[config.mk]
export PLATFORM = sky130hd
export DESIGN_NAME = seg7_scan_ctrl
export DESIGN_NICKNAME = d
export VERILOG_FILES = /design/src/rtl/seg7_pkg.sv /design/src/rtl/seg7_phase_cnt.sv /design/src/rtl/seg7_scan_ctrl.sv
export SDC_FILE = /design/constraint.sdc
export NUM_CORES = 1
export LEC_CHECK = 0
export CELL_PAD_IN_SITES_DETAIL_PLACEMENT = 0
export CELL_PAD_IN_SITES_GLOBAL_PLACEMENT = 1
export CORE_MARGIN = 8
export CORE_UTILIZATION = 51
export CTS_CLUSTER_DIAMETER = 50
export DETAILED_ROUTE_END_ITERATION = 12
export DONT_BUFFER_PORTS = 1
export GPL_TIMING_DRIVEN = 1
export PLACE_DENSITY = 0.92
export SLEW_MARGIN = 0
export SYNTH_ARGS = -nofsm -noshare
export SYNTH_HDL_FRONTEND = slang
export SYNTH_SLANG_ARGS = --single-unit
[constraint.sdc]
create_clock -name clk -period 6.3 [get_ports clk]
set_input_delay 0.63 -clock clk [delete_from_list [all_inputs] [get_ports clk]]
set_output_delay 0.63 -clock clk [all_outputs]
set_load 0.1 [all_outputs]
[src/rtl/seg7_pkg.sv]
// Shared types and helpers for the multiplexed 7-segment scan controller.
package seg7_pkg;

  typedef enum logic {ST_BLANK, ST_SHOW} state_e;

  localparam int BCD_W = 4;

  // One-hot select for up to 8 digits; an index at or beyond n yields all zeros.
  function automatic logic [7:0] onehot(input logic [2:0] idx, input int n);
    logic [7:0] r;
    r = '0;
    if (int'(idx) < n) r[idx] = 1'b1;
    return r;
  endfunction

endpackage

[src/rtl/seg7_phase_cnt.sv]
// Loadable down-counter timing the BLANK and SHOW phases; tc_o flags the last cycle of a phase.
module seg7_phase_cnt #(
  parameter int W       = 4,
  parameter int RST_VAL = 0
) (
  input  logic         clk_i,
  input  logic         rst_i,
  input  logic         load_i,
  input  logic [W-1:0] load_val_i,
  output logic         tc_o
);

  logic [W-1:0] cnt_q, cnt_d;

  always_comb begin
    cnt_d = cnt_q - 1'b1;
    if (load_i) cnt_d = load_val_i;
  end

  always_ff @(posedge clk_i) begin
    if (rst_i) cnt_q <= W'(RST_VAL);
    else       cnt_q <= cnt_d;
  end

  assign tc_o = (cnt_q == '0);

endmodule

[src/rtl/seg7_scan_ctrl.sv]
// Scans NUM_DIGITS BCD nibbles onto a shared decoder with a blanking gap before each
// digit; new display values take effect only at the frame wrap.
module seg7_scan_ctrl
  import seg7_pkg::*;
#(
  parameter int NUM_DIGITS   = 4,
  parameter int PRESCALE     = 50000,
  parameter int BLANK_CYCLES = 16
) (
  input  logic                        clk,
  input  logic                        rst,
  input  logic                        load,
  input  logic [BCD_W*NUM_DIGITS-1:0] value_in,
  input  logic [NUM_DIGITS-1:0]       blank_mask,
  output logic [BCD_W-1:0]            dig_code,
  output logic [NUM_DIGITS-1:0]       digit_en,
  output logic                        frame_done
);

  localparam int IW   = $clog2(NUM_DIGITS);
  localparam int VW   = BCD_W * NUM_DIGITS;
  localparam int CMAX = (PRESCALE > BLANK_CYCLES) ? PRESCALE : BLANK_CYCLES;
  localparam int CW   = $clog2(CMAX + 1);

  state_e                  state_q;
  logic [IW-1:0]           idx_q, idx_d;
  logic [VW-1:0]           active_q, active_d;
  logic [VW-1:0]           pending_q;
  logic                    pending_valid_q;
  logic [BCD_W-1:0]        dig_code_q, nib_d;
  logic [NUM_DIGITS-1:0]   digit_en_q, digit_en_d;
  logic                    frame_done_q;
  logic [7:0]              en_full;
  logic                    tc, wrap;
  logic [CW-1:0]           cnt_load_val;

  // The counter holds remaining cycles; its reset value equals an elapsed count of zero.
  seg7_phase_cnt #(.W(CW), .RST_VAL(BLANK_CYCLES - 1)) u_phase_cnt (
    .clk_i      (clk),
    .rst_i      (rst),
    .load_i     (tc),
    .load_val_i (cnt_load_val),
    .tc_o       (tc)
  );

  assign cnt_load_val = (state_q == ST_BLANK) ? CW'(PRESCALE - 1) : CW'(BLANK_CYCLES - 1);
  assign wrap = (state_q == ST_SHOW) && tc && (idx_q == IW'(NUM_DIGITS - 1));

  always_comb begin
    active_d = active_q;
    if (wrap) begin
      if (load)                 active_d = value_in;
      else if (pending_valid_q) active_d = pending_q;
    end
    idx_d = idx_q;
    if (state_q == ST_SHOW && tc) idx_d = wrap ? '0 : IW'(idx_q + 1'b1);
    nib_d = '0;
    for (int i = 0; i < NUM_DIGITS; i++)
      if (idx_d == IW'(i)) nib_d = active_d[i*BCD_W +: BCD_W];
    en_full    = onehot(3'(idx_q), NUM_DIGITS) & ~8'(blank_mask);
    digit_en_d = NUM_DIGITS'(en_full);
  end

  always_ff @(posedge clk) begin
    if (rst) begin
      state_q         <= ST_BLANK;
      idx_q           <= '0;
      active_q        <= '0;
      pending_q       <= '0;
      pending_valid_q <= 1'b0;
      dig_code_q      <= '0;
      digit_en_q      <= '0;
      frame_done_q    <= 1'b0;
    end else begin
      frame_done_q <= wrap;
      active_q     <= active_d;
      if (wrap) begin
        pending_valid_q <= 1'b0;
      end else if (load) begin
        pending_q       <= value_in;
        pending_valid_q <= 1'b1;
      end
      case (state_q)
        ST_BLANK: begin
          digit_en_q <= '0;
          if (tc) begin
            state_q    <= ST_SHOW;
            digit_en_q <= digit_en_d;
          end
        end
        default: begin
          digit_en_q <= digit_en_d;
          if (tc) begin
            state_q    <= ST_BLANK;
            idx_q      <= idx_d;
            digit_en_q <= '0;
            dig_code_q <= nib_d;
          end
        end
      endcase
    end
  end

  assign dig_code   = dig_code_q;
  assign digit_en   = digit_en_q;
  assign frame_done = frame_done_q;

endmodule
==> run summary, run 1 <==
Area after DPL = 0.002829 mm^2
Filler cells = 515
Pre-antenna DRT Iters = 4
crit path from = u_phase_cnt.cnt_q[0]
H-tree depth = 3
peak supply drop = 0.0002193 V
reg2reg start = u_phase_cnt.cnt_q[0]
DRC = 0
setup tns final = 0 ns
die extent in x = 90.23 um
PortBufs = 0
Post-CTS Setup Inserts = 0
cts bufs inserted = 9
Min-Delay Startpoint = rst
R2R setup slack = 2.44 ns
crit path buf inv count = 4
status = finished, final reports clean
Post-DRT Antenna Nets = 0
EDFF count, synth = 0
gr usage total = 16.51%
Post-layout nets = 348
Worst Hold Class = input port to flop
FP Rows = 27
Via-to-Cell Ratio = 5.934
Total Wirelength = 6598 um
cell repeated most along the worst path = inv_1
DR iter-0 viols = 145
final instance area = 0.003040 mm^2
root buffer cell = clkbuf_8
Synth Cell Area = 0.002810 mm^2
depth of the most critical reg-to-reg path = 11
Area Overhead vs Synth = 8.192%
CP Data Arrival Time = 4.08 ns
Slew HR = 26.79%
power per cell area = 260.9 mW/mm^2
Die ar. = 0.008141 mm^2
crit start category = flop
Max Buffers Root-to-Sink = 2
first-pass GRT wire length = 10910 um
worst r2r dst = dig_code[2]
Worst Setup End Kind = flop
Synth async-reset ratio = 0%
RSZ-0062 raised after global routing = false
required time worst endpoint = 6.52 ns
TritonCTS Sinks = 61
Tmin final = 3.862 ns
syn_area_per_cell = 8.620 um^2
global route total overflow = 0
hold_buf cts = 0
Slew @ Worst Pin = 1.094 ns
DR vias = 2344
Max Transition Viols Final = 0
fmax = 259.0 MHz
Synthesized Nets = 356
Post-Synthesis Cells = 326
worst min-delay path endpoint = pending_q[10]
die height = 90.23 um
Synth Flop Type = dfxtp_1
P_leak = 1.152 nW
worst-path maximum fanout = 27
post-DR wirelength/cell = 16.70 um
number of global-route vias before repair = 2227
Starting Density = 51.99%
max incr delay on CP = 0.67 ns
Seq/Total Area, Yosys = 43.46%
critical path class = flop to flop
I/O pin count = 32
post-route clock period utilization = 61.29%
Hold Fails Final Rpt = 0
CORE AREA = 0.005405 mm^2
CTS tree = done
diode count = 0
# resized after CTS = 0
Ys Warns = 0
CP Depth = 11
layout cells sized above 1 = 8.050%
worst-path cell chain = inv_1, ha_1, or4b_2, inv_1, nand2_1, inv_1, ha_1, inv_1, o31ai_1, a31oi_1, a2111oi_0
clock skew = 0.007455 ns
dpl hpwl = 4480 um
slowest cell on the critical path = ha_1
Netlist cell types = 49
final setup violation count = 0
#FFs+latches synth = 61
antenna violations before repair = 0
Worst-Skew Late Latency = 0.34 ns
Placer Congestion = 0.7850
Min-Delay Path Depth = 1
Top Family by Delay on Critical Path = compound AO/OA/AOI/OAI gates
Worst-path clk slew = 0.07 ns
pin count of the biggest net entering global routing = 33
Max Cap Violations = 0
cell usage in the layout, fill, tap and decap left out, types with 3 or more instances in the layout:
master / instances
a2111oi_1: 3
a211oi_1: 4
a21oi_1: 29
a2bb2oi_1: 3
a31oi_1: 7
and3_1: 5
and4b_1: 4
clkbuf_8: 12
dfxtp_1: 61
ha_1: 7
inv_1: 15
nand2_1: 42
nand2b_1: 3
nand3_1: 7
nand3b_1: 5
nand4_1: 3
nand4b_1: 4
nor2_1: 21
nor4_1: 3
o21ai_0: 19
o221a_2: 3
o221ai_1: 6
o22a_1: 6
o22ai_1: 4
o31ai_1: 4
or3_1: 3
xnor2_1: 6
xor2_1: 5
layer usage:
layer	routed length, um	global-route usage, %	vias to the layer above	share of wire, %
met4	101	8.460	0	1.5
li1	-	-	1171	-
met3	442	5.819	10	6.7
met1	3102	19.55	1118	47
met5	0	0	-	0
met2	2952	25.77	45	45
metrics by stage:
step                      std cells  total power, W  hold WS, ns  setup slack, ns  util [%]
after global placement          379       0.0004360       0.3977            2.591     52.34
final                           395       0.0007933       0.3591            2.438     56.25
after detailed placement        379       0.0004364       0.4008            2.525     52.34
after global routing            395       0.0008227       0.3363            2.049     56.25
after floorplan                 326       0.0004331       0.3789            3.409         -
after CTS                       395       0.0008008       0.3391            2.501     56.25
worst reg2reg max path, delay by kind of cell (launching register included):
family / cells / cell delay (ns)
AO/OA/AOI/OAI: 3 / 1.23
adder cells (fa/ha/maj): 2 / 0.81
AND/OR/NAND/NOR: 2 / 0.79
buffers and inverters: 4 / 0.59
flip-flops: 1 / 0.33
where the power goes:
part           internal, W   total, W  leakage [nW]  switching (W)
clock             0.000215   0.000365         0.106       0.000151
combinational    0.0000111  0.0000283         0.551      0.0000172
sequential        0.000393   0.000400         0.495     0.00000632
worst max-delay path by stage:
stage                              to  slack [ns]
after global routing      dig_code[2]        2.05
after detailed placement  dig_code[2]        2.52
final                     dig_code[2]        2.44
after floorplan           dig_code[0]        3.41
after global placement    dig_code[2]        2.59
after CTS                 dig_code[2]        2.50
cells by family (layout without fill, tap and decap cells):
group / count (synthesis) / after routing / synth area share (%)
AND/OR/NAND/NOR: 118 / 118 / 23.06
AO/OA/AOI/OAI: 95 / 95 / 22.40
flip-flops: 61 / 61 / 43.45
buffers and inverters: 34 / 31 / 4.541
XOR/XNOR: 11 / 11 / 3.428
adder cells (fa/ha/maj): 7 / 7 / 3.117
state kept, by name (all words and copies together), names as in the netlist:
signal	count
active_q	16
state_q	1
digit_en	4
idx_q	2
u_phase_cnt.cnt_q	16
pending_valid_q	1
dig_code	4
pending_q	16
frame_done	1
final cells by class:
class / instances / area [um^2] / share of cell area, %
multi-input combinational: 231 / 1461 / 48.07
sequential: 61 / 1221 / 40.16
clock buffer: 13 / 168.9 / 5.556
tap: 72 / 90.09 / 2.963
inverter: 15 / 56.30 / 1.852
clock inverter: 3 / 42.54 / 1.399
cell usage after synthesis, types with 2 or more instances:
cell type  instances  area share [%]
nor2_1            21             2.8
and2_1             2            0.45
nand2_1           42             5.6
and4b_1            4             1.4
nand3b_1           5             1.3
o31ai_1            4             1.1
nand4_1            3            0.67
o22a_1             6             1.9
or3_1              3            0.67
a211oi_1           4             1.1
nand3_1            7             1.2
a31oi_1            7             1.6
xor2_1             5             1.6
a2bb2oi_1          3            0.94
and3_1             5             1.1
a2111oi_1          3             1.1
o221ai_1           6             1.9
nor4_1             3            0.67
o21ai_0           19             3.4
a21oi_1           29             5.2
xnor2_1            6             1.9
o221a_2            3             1.2
or4_1              2            0.53
clkbuf_1          19             2.5
nand2b_1           3            0.67
ha_1               7             3.1
nor3_1             2            0.36
nor2b_1            2            0.45
nand4b_1           4             1.2
dfxtp_1           61              43
o22ai_1            4            0.89
inv_1             15             2.0
(Power assumes the default switching activity.)
==> run 2, diff against run 1 <==
- CORE_UTILIZATION: 51 -> 47
- PLACE_DENSITY: 0.92 -> 0.87
- clock period: 6.3 -> 3.9 ns (I/O delays scaled with it)
==> run 2 against run 1 <==
Final cell count grew 1.3%. Largest cell class unchanged. Critical endpoint unchanged. Clock skew grew 0.0014 ns. Global-route usage shrank 0.20 points.
==> run summary, run 2 (same netlist as run 1, synthesis figures left out) <==
slowest cell on the critical path = or4b_2
Pre-antenna DRT Iters = 4 (unchanged)
Post-DRT Antenna Nets = 0 (unchanged)
Finished Core Util = 52.50% (-3.7 points)
CTS tree = done
die extent in x = 93.33 um (+3.4%)
I/O pin count = 32 (unchanged)
depth of the most critical reg-to-reg path = 12 (+1)
Min-Delay Path Depth = 1 (unchanged)
Die ar. = 0.008710 mm^2 (+7.0%)
cell repeated most along the worst path = inv_1
DRC = 0 (unchanged)
Worst-Skew Late Latency = 0.34 ns (about the same)
Tmin final = 3.278 ns (-0.5835 ns)
Via-to-Cell Ratio = 5.903 (-0.53%)
worst r2r dst = dig_code[2]
Hold Fails Final Rpt = 0 (unchanged)
clock skew = 0.008887 ns (+0.001432 ns)
Area Overhead vs Synth = 9.306%
Total Wirelength = 6784 um (+2.8%)
R2R setup slack = 0.62 ns (-1.82 ns)
TritonCTS Sinks = 61 (unchanged)
Worst Setup End Kind = flop
DR iter-0 viols = 136 (-6.2%)
Worst-path clk slew = 0.07 ns (about the same)
Max Buffers Root-to-Sink = 2 (unchanged)
crit start category = flop
first-pass GRT wire length = 11250 um (+3.1%)
root buffer cell = clkbuf_8
final setup violation count = 0 (unchanged)
Max Cap Violations = 0 (unchanged)
worst-path maximum fanout = 20 (-26%)
pin count of the biggest net entering global routing = 33 (unchanged)
Top Registers = active_q: 16 flops, pending_q: 16 flops, u_phase_cnt.cnt_q: 16 flops
H-tree depth = 3 (unchanged)
Max Transition Viols Final = 0 (unchanged)
Area after DPL = 0.002848 mm^2 (+0.66%)
final instance area = 0.003072 mm^2 (+1.0%)
CP Data Arrival Time = 3.48 ns (-0.60 ns)
cts bufs inserted = 9 (unchanged)
die height = 93.33 um (+3.4%)
Min-Delay Startpoint = blank_mask[0]
setup tns final = 0 ns (unchanged)
max incr delay on CP = 0.64 ns (-0.03 ns)
status = finished, final reports clean
Placer Congestion = 0.8693 (+11%)
worst-path cell chain = inv_1, ha_1, or4b_2, inv_1, nand2_1, inv_1, ha_1, buf_4, nand2_1, a221o_1, o21ai_0, a2111oi_0
layout cells sized above 1 = 8.923% (+0.87 points)
most common cell after layout, fill and taps aside = dfxtp_1
P_leak = 1.169 nW (+1.5%)
RSZ-0062 raised after global routing = false
total power draw = 0.001319 W (+66%)
DR vias = 2361 (+0.73%)
reg2reg start = u_phase_cnt.cnt_q[0]
worst min-delay path endpoint = digit_en[0]
highest-count cells in the layout ignoring fill and taps = 61 x dfxtp_1, 42 x nand2_1, 29 x a21oi_1
Slew HR = 24.59% (-2.2 points)
global route total overflow = 0 (unchanged)
diode count = 0 (unchanged)
gr usage total = 16.31% (-0.20 points)
Slew @ Worst Pin = 1.127 ns (+0.03292 ns)
CORE AREA = 0.005851 mm^2 (+8.2%)
peak supply drop = 0.0002031 V (-7.4%)
critical path class = flop to flop
Post-CTS Setup Inserts = 0 (unchanged)
FP Rows = 28 (+3.7%)
fmax = 305.1 MHz (+18%)
power per cell area = 429.4 mW/mm^2 (+65%)
crit path from = u_phase_cnt.cnt_q[0]
Starting Density = 48.03% (-4.0 points)
post-DR wirelength/cell = 16.96 um (+1.5%)
Post-layout nets = 350 (+0.57%)
antenna violations before repair = 0 (unchanged)
dpl hpwl = 4687 um (+4.6%)
PortBufs = 0 (unchanged)
number of global-route vias before repair = 2323 (+4.3%)
Worst Hold Class = input port to flop
post-route clock period utilization = 84.05% (+23 points)
required time worst endpoint = 4.10 ns (-2.42 ns)
hold_buf cts = 0 (unchanged)
# resized after CTS = 0 (unchanged)
-- run 2: stage by stage --
| stage | cells | hold WS (ns) | setup WS [ns] |
|---|---|---|---|
| after floorplan | 326 | 0.3789 | 1.009 |
| after global placement | 384 | 0.3901 | 0.7097 |
| after detailed placement | 384 | 0.4027 | 0.6509 |
| after CTS | 400 | 0.09889 | 0.6267 |
| after global routing | 400 | 0.09167 | 0.2788 |
| final | 400 | 0.1098 | 0.6220 |
-- run 2: where the power goes --
| group | switching [W] | total, W | internal (W) |
|---|---|---|---|
| clock | 0.000253 | 0.000628 | 0.000376 |
| combinational | 0.0000270 | 0.0000449 | 0.0000179 |
| sequential | 0.0000104 | 0.000646 | 0.000635 |
-- run 2: how the worst max path moves through the flow --
stage,end,slack [ns],cells after the start
6_report,dig_code[2],0.62,12
5_1_grt,pending_q[4],0.28,10
4_1_cts,pending_q[1],0.63,12
3_5_place_dp,pending_q[13],0.65,12
3_3_place_gp,dig_code[2],0.71,10
2_1_floorplan,dig_code[0],1.01,12
-- run 2: area by class of cell --
| cell class | instances | area, um^2 |
|---|---|---|
| Clock inverter | 6 | 86.33 |
| Tap cell | 75 | 93.84 |
| Inverter | 15 | 56.30 |
| Sequential cell | 61 | 1221 |
| Clock buffer | 10 | 137.6 |
| Fill cell | 551 | 2779 |
| Multi-Input combinational cell | 231 | 1461 |
| Timing Repair Buffer | 2 | 15.01 |
-- run 2: worst max-delay path, delay by kind of cell (launching register included) --
kind,cells,cell delay (ns)
adders and majority gates,2,0.42
AOI/OAI and AO/OA,3,0.75
DFF,1,0.33
and+or+nand+nor,3,1.05
buffers and inverters,4,0.59
-- run 2: layer usage --
metal / share of wire, % / wire (um) / track usage (%)
met5: 0 / 0 / 0
met3: 6.5 / 442 / 5.208
met4: 1.7 / 115 / 7.517
met2: 46 / 3112 / 25.97
met1: 46 / 3113 / 19.52
==> run 3, diff against run 2 <==
- CORE_UTILIZATION: 47 -> 43
- PLACE_DENSITY: 0.87 -> 0.84
- clock period: 3.9 -> 3.01 ns (I/O delays scaled with it)
==> run 3 against run 2 <==
Hold slack got worse by 0.083 ns. Critical path depth fell by 2. Sequential cell count did not move. Design area rose by 4.0%. Critical path type unchanged. Total power rose by 31%. Clock power rose by 32%. Routed wire length barely moved. Register-to-register slack got worse by 0.43 ns.
==> run summary, run 3 (same netlist as run 1, synthesis figures left out) <==
diode count = 0 (unchanged)
crit start category = flop
Seq pwr share = 48.5% (-0.4 points)
post-DR wirelength/cell = 16.40 um (-3.3%)
Post-layout nets = 362 (+3.4%)
Max Buffers Root-to-Sink = 2 (unchanged)
Starting Density = 44.26% (-3.8 points)
DRC = 0 (unchanged)
cts bufs inserted = 9 (unchanged)
dpl hpwl = 4703 um (+0.34%)
Hold Fails Final Rpt = 0 (unchanged)
required time worst endpoint = 3.27 ns (-0.83 ns)
combinational share of power = 3.5% (about the same)
Cell Int Power = 0.001360 W (+32%)
final setup violation count = 0 (unchanged)
post-route clock period utilization = 93.61% (+9.6 points)
P_leak = 1.229 nW (+5.1%)
Worst-path clk slew = 0.07 ns (about the same)
I/O pin count = 32 (unchanged)
peak supply drop = 0.0003808 V (+87%)
# resized after CTS = 0 (unchanged)
Placer Congestion = 0.8251 (-5.1%)
Slew @ Worst Pin = 1.051 ns (-0.07612 ns)
clock power share = 48.0% (+0.4 points)
Post-CTS Setup Inserts = 0 (unchanged)
die height = 96.84 um (+3.8%)
power per cell area = 539.9 mW/mm^2 (+26%)
die extent in x = 96.84 um (+3.8%)
critical path class = flop to flop
worst-path maximum fanout = 13 (-35%)
Max Cap Violations = 0 (unchanged)
layout cells sized above 1 = 12.76% (+3.8 points)
setup tns final = 0 ns (unchanged)
PortBufs = 0 (unchanged)
DR vias = 2373 (+0.51%)
most common cell after layout, fill and taps aside = dfxtp_1
gr usage total = 14.74% (-1.6 points)
global routing usage on met1 = 18.29% (-1.2 points)
sw power = 0.0003638 W (+25%)
pin count of the biggest net entering global routing = 33 (unchanged)
Worst Hold Class = input port to flop
Via-to-Cell Ratio = 5.732 (-2.9%)
root buffer cell = clkbuf_8
clock skew = 0.01076 ns (+0.001869 ns)
Worst Setup End Kind = flop
Tmin final = 2.818 ns (-0.4605 ns)
busiest grt layer = met2
highest-count cells in the layout ignoring fill and taps = 61 x dfxtp_1, 42 x nand2_1, 29 x a21oi_1
status = finished, final reports clean
Slew HR = 29.84% (+5.3 points)
CTS tree = done
RSZ-0062 raised after global routing = false
final hold slack = 0.02679 ns (-0.08303 ns)
Worst-Skew Late Latency = 0.33 ns (about the same)
switching fraction of total power = 21.11% (-0.88 points)
hold_buf cts = 0 (unchanged)
met3 Use GR = 4.836% (-0.37 points)
CP Data Arrival Time = 3.08 ns (-0.40 ns)
antenna violations before repair = 0 (unchanged)
Total Wirelength = 6790 um (about the same)
FP Rows = 29 (+3.6%)
Area Overhead vs Synth = 13.62%
Pre-antenna DRT Iters = 4 (unchanged)
fmax = 354.9 MHz (+16%)
Post-DRT Antenna Nets = 0 (unchanged)
TritonCTS Sinks = 61 (unchanged)
global route total overflow = 0 (unchanged)
number of global-route vias before repair = 2390 (+2.9%)
Top Registers = active_q: 16 flops, pending_q: 16 flops, u_phase_cnt.cnt_q: 16 flops
Die ar. = 0.009378 mm^2 (+7.7%)
DR iter-0 viols = 195 (+43%)
Max Transition Viols Final = 0 (unchanged)
H-tree depth = 3 (unchanged)
first-pass GRT wire length = 11590 um (+3.0%)
CORE AREA = 0.006350 mm^2 (+8.5%)
met2 Usage GRT = 22.71% (-3.3 points)
[run 3: layout make-up]
type | count | area (um^2)
fill | 618 | 3157
multi-input combinational | 231 | 1488
sequential | 61 | 1221
clock buffer | 13 | 158.9
timing repair buffer | 14 | 105.1
tap | 77 | 96.34
clock inverter | 3 | 67.56
inverter | 15 | 56.30
[run 3: worst paths after layout]
path                         from              endpoint  slack (ns)  cells past startpoint
min reg2reg  u_phase_cnt.cnt_q[0]  u_phase_cnt.cnt_q[0]        0.41                      1
max          u_phase_cnt.cnt_q[5]           dig_code[3]        0.19                     10
max reg2reg  u_phase_cnt.cnt_q[5]           dig_code[3]        0.19                     10
min                           rst               state_q        0.03                      1
[run 3: power by group through the flow]
stage	sequential, W	clock (W)	combinational, W
2_1_floorplan	0.000848	0	0.0000587
3_5_place_dp	0.000855	0	0.0000608
6_report	0.000837	0.000827	0.0000607
4_1_cts	0.000836	0.000839	0.0000610
3_3_place_gp	0.000854	0	0.0000599
5_1_grt	0.000839	0.000877	0.0000707
[run 3: worst max-delay path, cell delays in order (launching register included)]
cell      delay [ns]
dfxtp_1         0.35
or4_4           0.58
nor4b_4         0.28
nand2_1         0.12
inv_1           0.08
ha_1            0.18
buf_4           0.19
or3b_2          0.47
nand3b_1        0.15
o221ai_1        0.14
a31oi_1         0.21
[run 3: per-layer routing]
layer  routed length, um  up-vias
met4                  82        0
met3                 441        8
met1                3271     1110
met2                2994       55
li1                    -     1200
met5                   0        -
[run 3: through the flow]
| step | util (%) | std cells | setup slack (ns) | cell area (um^2) | power [W] |
|---|---|---|---|---|---|
| 6_report | 50.29 | 414 | 0.1924 | 3193 | 0.001724 |
| 4_1_cts | 49.87 | 414 | 0.1365 | 3167 | 0.001736 |
| 2_1_floorplan | - | 326 | 0.1195 | 2810 | 0.0009065 |
| 3_5_place_dp | 46.31 | 398 | 0.1600 | 2940 | 0.0009155 |
| 3_3_place_gp | 46.31 | 398 | 0.2184 | 2940 | 0.0009141 |
| 5_1_grt | 50.29 | 414 | 0.001265 | 3193 | 0.001786 |
